==> config.mk <==
export PLATFORM = sky130hd
export DESIGN_NAME = dff_bank_arbiter
export DESIGN_NICKNAME = d
export VERILOG_FILES = /design/src/rtl/dff_bank_arbiter_pkg.sv /design/src/rtl/dff_bank_arbiter_flop.sv /design/src/rtl/dff_bank_arbiter.sv
export SDC_FILE = /design/constraint.sdc
export NUM_CORES = 1
export LEC_CHECK = 0
export CORE_UTILIZATION = 29
export CTS_CLUSTER_DIAMETER = 150
export DETAILED_ROUTE_END_ITERATION = 16
export GPL_TIMING_DRIVEN = 0
export PLACE_DENSITY_LB_ADDON = 0.12
export SYNTH_ARGS = -nofsm -noshare
export SYNTH_HDL_FRONTEND = slang
export SYNTH_SLANG_ARGS = --single-unit
==> constraint.sdc <==
create_clock -name clk_i -period 3.5 [get_ports clk_i]
set_input_delay 0.35 -clock clk_i [delete_from_list [all_inputs] [get_ports clk_i]]
set_output_delay 0.35 -clock clk_i [all_outputs]
set_load 0.005 [all_outputs]
==> src/rtl/dff_bank_arbiter_pkg.sv <==
// Shared definitions for the register-bank arbiter.
// Holds the FSM state encoding, the default parameter values and the
// helper that sizes the owner/pointer index.
package dff_bank_arbiter_pkg;

   localparam int NREQ_DEFAULT      = 4;
   localparam int WIDTH_DEFAULT     = 8;
   localparam int MAX_BURST_DEFAULT = 4;

   typedef enum logic {
      ST_IDLE  = 1'b0,
      ST_GRANT = 1'b1
   } state_e;

   // Index width for NREQ requesters; kept at least 1 bit so a
   // single-requester build still has a legal owner port.
   function automatic int idx_w(input int n);
      return (n > 1) ? $clog2(n) : 1;
   endfunction

endpackage

==> src/rtl/dff_bank_arbiter_flop.sv <==
// Single-bit storage cell for the register bank.
// Ports:
//   clk_i  rising-edge clock
//   rst_i  synchronous active-high reset, clears the bit
//   d_i    next value
//   q_o    stored value
module dff_bank_arbiter_flop (
   input  logic clk_i,
   input  logic rst_i,
   input  logic d_i,
   output logic q_o
);

   always_ff @(posedge clk_i) begin
      if (rst_i) q_o <= 1'b0;
      else       q_o <= d_i;
   end

endmodule

==> src/rtl/dff_bank_arbiter.sv <==
// Round-robin arbiter granting NREQ requesters write access to a shared
// WIDTH-bit register bank, with a burst limit that forces rotation when
// others are waiting.
// Ports:
//   clk_i    rising-edge clock
//   rst_i    synchronous active-high reset
//   req_i    per-requester level request
//   we_i     per-requester write enable (only the owner's bit matters)
//   wdata_i  packed write data, requester i at [i*WIDTH +: WIDTH]
//   gnt_o    registered one-hot grant, zero when idle
//   owner_o  index of grant holder, zero when idle
//   busy_o   high while a grant is active
//   q_o      register bank contents
//
// state    | meaning
// ST_IDLE  | no grant; waiting for any request
// ST_GRANT | one requester owns the bank; burst counter running
module dff_bank_arbiter
   import dff_bank_arbiter_pkg::*;
#(
   parameter  int NREQ      = NREQ_DEFAULT,
   parameter  int WIDTH     = WIDTH_DEFAULT,
   parameter  int MAX_BURST = MAX_BURST_DEFAULT,
   localparam int IDXW      = idx_w(NREQ)
) (
   input  logic                  clk_i,
   input  logic                  rst_i,
   input  logic [NREQ-1:0]       req_i,
   input  logic [NREQ-1:0]       we_i,
   input  logic [NREQ*WIDTH-1:0] wdata_i,
   output logic [NREQ-1:0]       gnt_o,
   output logic [IDXW-1:0]       owner_o,
   output logic                  busy_o,
   output logic [WIDTH-1:0]      q_o
);

   localparam int BW = $clog2(MAX_BURST + 1);

   state_e            state_q;
   logic [NREQ-1:0]   gnt_q;
   logic [IDXW-1:0]   owner_q;
   logic [IDXW-1:0]   ptr_q;
   logic [BW-1:0]     burst_q;
   logic              busy_q;

   logic [NREQ-1:0]   cand;
   logic              found_d;
   logic [IDXW-1:0]   win_d;
   logic [IDXW-1:0]   ptr_d;
   logic              release_d;

   // While granted, the owner is excluded so a release hands over to
   // someone else; ptr already points past the owner anyway.
   assign cand = (state_q == ST_GRANT) ? (req_i & ~gnt_q) : req_i;

   always_comb begin
      found_d = 1'b0;
      win_d   = '0;
      for (int k = 0; k < NREQ; k++) begin
         if (!found_d && cand[(int'(ptr_q) + k) % NREQ]) begin
            found_d = 1'b1;
            win_d   = IDXW'((int'(ptr_q) + k) % NREQ);
         end
      end
   end

   assign ptr_d     = IDXW'((int'(win_d) + 1) % NREQ);
   assign release_d = !req_i[owner_q] ||
                      ((burst_q == BW'(MAX_BURST)) && found_d);

   always_ff @(posedge clk_i) begin
      if (rst_i) begin
         state_q <= ST_IDLE;
         gnt_q   <= '0;
         owner_q <= '0;
         ptr_q   <= '0;
         burst_q <= '0;
         busy_q  <= 1'b0;
      end else begin
         unique case (state_q)
            ST_IDLE: begin
               if (found_d) begin
                  state_q <= ST_GRANT;
                  gnt_q   <= NREQ'(1) << win_d;
                  owner_q <= win_d;
                  ptr_q   <= ptr_d;
                  burst_q <= BW'(1);
                  busy_q  <= 1'b1;
               end
            end
            ST_GRANT: begin
               if (release_d && found_d) begin
                  gnt_q   <= NREQ'(1) << win_d;
                  owner_q <= win_d;
                  ptr_q   <= ptr_d;
                  burst_q <= BW'(1);
               end else if (release_d) begin
                  state_q <= ST_IDLE;
                  gnt_q   <= '0;
                  owner_q <= '0;
                  burst_q <= '0;
                  busy_q  <= 1'b0;
               end else if (burst_q != BW'(MAX_BURST)) begin
                  burst_q <= burst_q + BW'(1);
               end
            end
            default: state_q <= ST_IDLE;
         endcase
      end
   end

   // Bank write: gnt is one-hot, so the owner's slice is the only candidate.
   logic             wr_en;
   logic [WIDTH-1:0] wr_slice;
   logic [WIDTH-1:0] bank_d;
   logic [WIDTH-1:0] bank_q;

   assign wr_en    = |(gnt_q & req_i & we_i);
   assign wr_slice = wdata_i[int'(owner_q)*WIDTH +: WIDTH];
   assign bank_d   = wr_en ? wr_slice : bank_q;

   for (genvar b = 0; b < WIDTH; b++) begin : g_bank
      dff_bank_arbiter_flop u_flop (
         .clk_i (clk_i),
         .rst_i (rst_i),
         .d_i   (bank_d[b]),
         .q_o   (bank_q[b])
      );
   end

   assign gnt_o   = gnt_q;
   assign owner_o = owner_q;
   assign busy_o  = busy_q;
   assign q_o     = bank_q;

endmodule

==> results.json <==
{
  "outcome": "complete, no violations",
  "ir_worst_vdd_v": 0.0001664,
  "initial_core_util": 0.3106,
  "hold_violations": 0,
  "cp.arrival_ps": 2440,
  "numPortBuffers": 55,
  "dieArea_mm2": 0.005105,
  "crit_fanout": 5,
  "layout.nets": 236,
  "p_leak_nw": 0.8602,
  "post_cts_buffers": 0,
  "grt_pass1_vias": 1268,
  "diodes": 0,
  "core.rowCount": 24,
  "critPathSlowestCell": "clkdlybuf4s50_1",
  "cts_tree": "yes",
  "drive_gt1_frac": 0.1390,
  "antenna_found_initial": 0,
  "hp-class": "primary input to flip-flop",
  "synth_nets": 176,
  "gp_congestion": 0.7790,
  "ant_nets": 0,
  "final.min_clock_period_ps": 2253,
  "crit_path_end_kind": "flip-flop",
  "r2r_setup_slack_ps": 1290,
  "wl_per_cell_um": 14.81,
  "cap_viol_max_count": 0,
  "cts_buffers": 3,
  "hpwl_mm": 2.797,
  "synth_area_per_cell_um2": 10.93,
  "r2r_cells": 8,
  "critPathCapture": "ptr_q[1]$_SDFFE_PP0P_",
  "required_ps": 3690,
  "drt-total-wl_mm": 3.539,
  "place_area_mm2": 0.002014,
  "skew_ps": 10.42,
  "async_reset_ff_frac": 0,
  "drcViolationCount": 0,
  "critPathKind": "primary input to flip-flop",
  "slew_viol_final": 0,
  "tightest_slew_ps": 701.3,
  "cts-hold-fix-buffers": 0,
  "setup-violations-final": 0,
  "die_x_um": 71.45,
  "die_h_um": 71.45,
  "netlist_instances": 128,
  "rsz0062_at_grt": "false",
  "coreArea_mm2": 0.004504,
  "ys.flop_type": "dfxtp_1",
  "drtIter0Drc": 12,
  "p_per_area_mw_per_mm2": 387.9,
  "cts_resized": 0,
  "pin_count": 57,
  "insertion_delay_ps": 270,
  "synth.largest_area_cell": "dfxtp_1",
  "critPathLaunch": "req_i[1]",
  "tns_ps": 0,
  "timing.rr.start": "state_q$_SDFF_PP0_",
  "vias": 1231,
  "regToRegEndpoint": "ptr_q[1]$_SDFFE_PP0P_",
  "clock-sinks": 21,
  "grt_pass1_wl_mm": 5.913,
  "yosysWarningCount": 0,
  "ys_seq_area_frac": 0.3005,
  "critical_path_buf_inv_count": 2,
  "start_kind": "primary input",
  "synth_cell_types": 37,
  "min_period_over_period": 0.6438,
  "firstDrtPassIters": 4,
  "yosysTopAreaCellShare": 0.3005,
  "crit_chain": "clkdlybuf4s50_1 > a21boi_0 > nand2b_1 > o22ai_1 > nor2_1 > inv_1 > ha_1 > a311oi_1",
  "yosysMostFrequentCell": "dfxtp_1",
  "synth.top_cells.by_area": "dfxtp_1 30%, mux4_1 13%, mux2i_1 7.9%, ha_1 5.4%, a22o_1 4.4%",
  "grt_usage": 0.1483,
  "grt_max_degree": 13,
  "crit_path_max_incr_delay_ps": 560,
  "cts_root_buf": "clkbuf_8",
  "synth_commonest_cells": "21 x dfxtp_1, 12 x nor2_1, 11 x mux2i_1, 8 x a21oi_1, 8 x buf_4",
  "critical-path-top-delay-family": "buffers and inverters",
  "slew_headroom": 0.5325,
  "htree_num_levels": 1,
  "cts_buffer_depth": 2,
  "fillers": 446,
  "netlist_area_mm2": 0.001399,
  "ys_ff_latch": 21,
  "fmax_mhz": 443.8,
  "viasPerCell": 5.151,
  "synth-edff-count": 0,
  "area_growth_pct": 47.32,
  "crit_cells": 8,
  "gr-total-overflow": 0,
  "clk_pin_slew_worst_paths_ps": 90,
  "final_design_area_no_fill_mm2": 0.002061
}
cell families (layout without fill, tap and decap cells):
kind of cell | count (synthesis) | in the layout | synth area share
AO/OA/AOI/OAI | 33 | 33 | 0.2236
adder cells (fa/ha/maj) | 6 | 6 | 0.05367
buffers and inverters | 20 | 79 | 0.08229
flip-flops | 21 | 21 | 0.3005
multiplexers | 20 | 20 | 0.2370
AND/OR/NAND/NOR | 28 | 28 | 0.1029
placed cells by master, fill, tap and decap left out, types with 3 or more instances in the layout:
cell type,netlist,layout
a21oi_1,8,8
a22o_1,7,7
a311oi_1,3,3
buf_4,8,8
clkbuf_8,0,3
clkdlybuf4s50_1,0,55
dfxtp_1,21,21
ha_1,6,6
inv_1,7,7
mux2i_1,11,11
mux4_1,7,7
nand2_1,4,4
nand2b_1,5,5
nor2_1,12,12
flip-flops by register name (all words and copies together) (netlist names):
signal and flops:
state_q 1, owner_o 2, busy_o 1, ptr_q 2
g_bank.u_flop.q_o 8, gnt_o 4, burst_q 3
how the worst min path moves through the flow:
stage,startpoint,end,slack (ps),cells past startpoint
after floorplan,burst_q[0]$_SDFFE_PP0P_,burst_q[0]$_SDFFE_PP0P_,460,1
after global placement,burst_q[0]$_SDFFE_PP0P_,burst_q[0]$_SDFFE_PP0P_,480,1
after detailed placement,g_bank[1].u_flop.q_o$_SDFFE_PP0P_,g_bank[1].u_flop.q_o$_SDFFE_PP0P_,490,2
after CTS,rst_i,ptr_q[1]$_SDFFE_PP0P_,510,2
after global routing,rst_i,busy_o$_SDFFE_PP0P_,520,2
final,rst_i,ptr_q[1]$_SDFFE_PP0P_,500,2
area by class of cell:
cell class	count	area, um^2	area share
Multi-Input combinational cell	87	863.3	0.4189
Inverter	7	26.28	0.01275
Buffer	13	88.84	0.04311
Clock buffer	3	41.29	0.02004
Sequential cell	21	420.4	0.2040
Clock inverter	1	5.005	0.002429
Tap cell	52	65.06	0.03157
Timing Repair Buffer	55	550.5	0.2672
through the flow:
stage                     hold WS [ps]  total power (W)  worst slack (ps)  std cells    util
after floorplan                  459.8        0.0005047              1654        128       -
after global placement           475.9        0.0006360             948.9        235  0.4472
after detailed placement         489.8        0.0006436             953.9        235  0.4472
after CTS                        506.7        0.0008091              1246        239  0.4575
after global routing             517.5        0.0008481             945.0        239  0.4575
final                            495.1        0.0007993              1247        239  0.4575
per-layer routing:
metal  up-vias  routed length, um  global-route usage
li1        600                  -                   -
met1       591               1520              0.1653
met2        33               1794              0.2772
met3         7                152             0.02672
met4         0                 70             0.06100
met5         -                  0                   0
report_power, final:
group	internal (W)	switching, W	total [W]	leakage [nW]
Clock	0.0000794	0.0000854	0.000165	0.0255
Combinational	0.000197	0.000133	0.000330	0.662
Sequential	0.000271	0.0000334	0.000305	0.172
No activity file was read; power rests on OpenSTA's default activity.
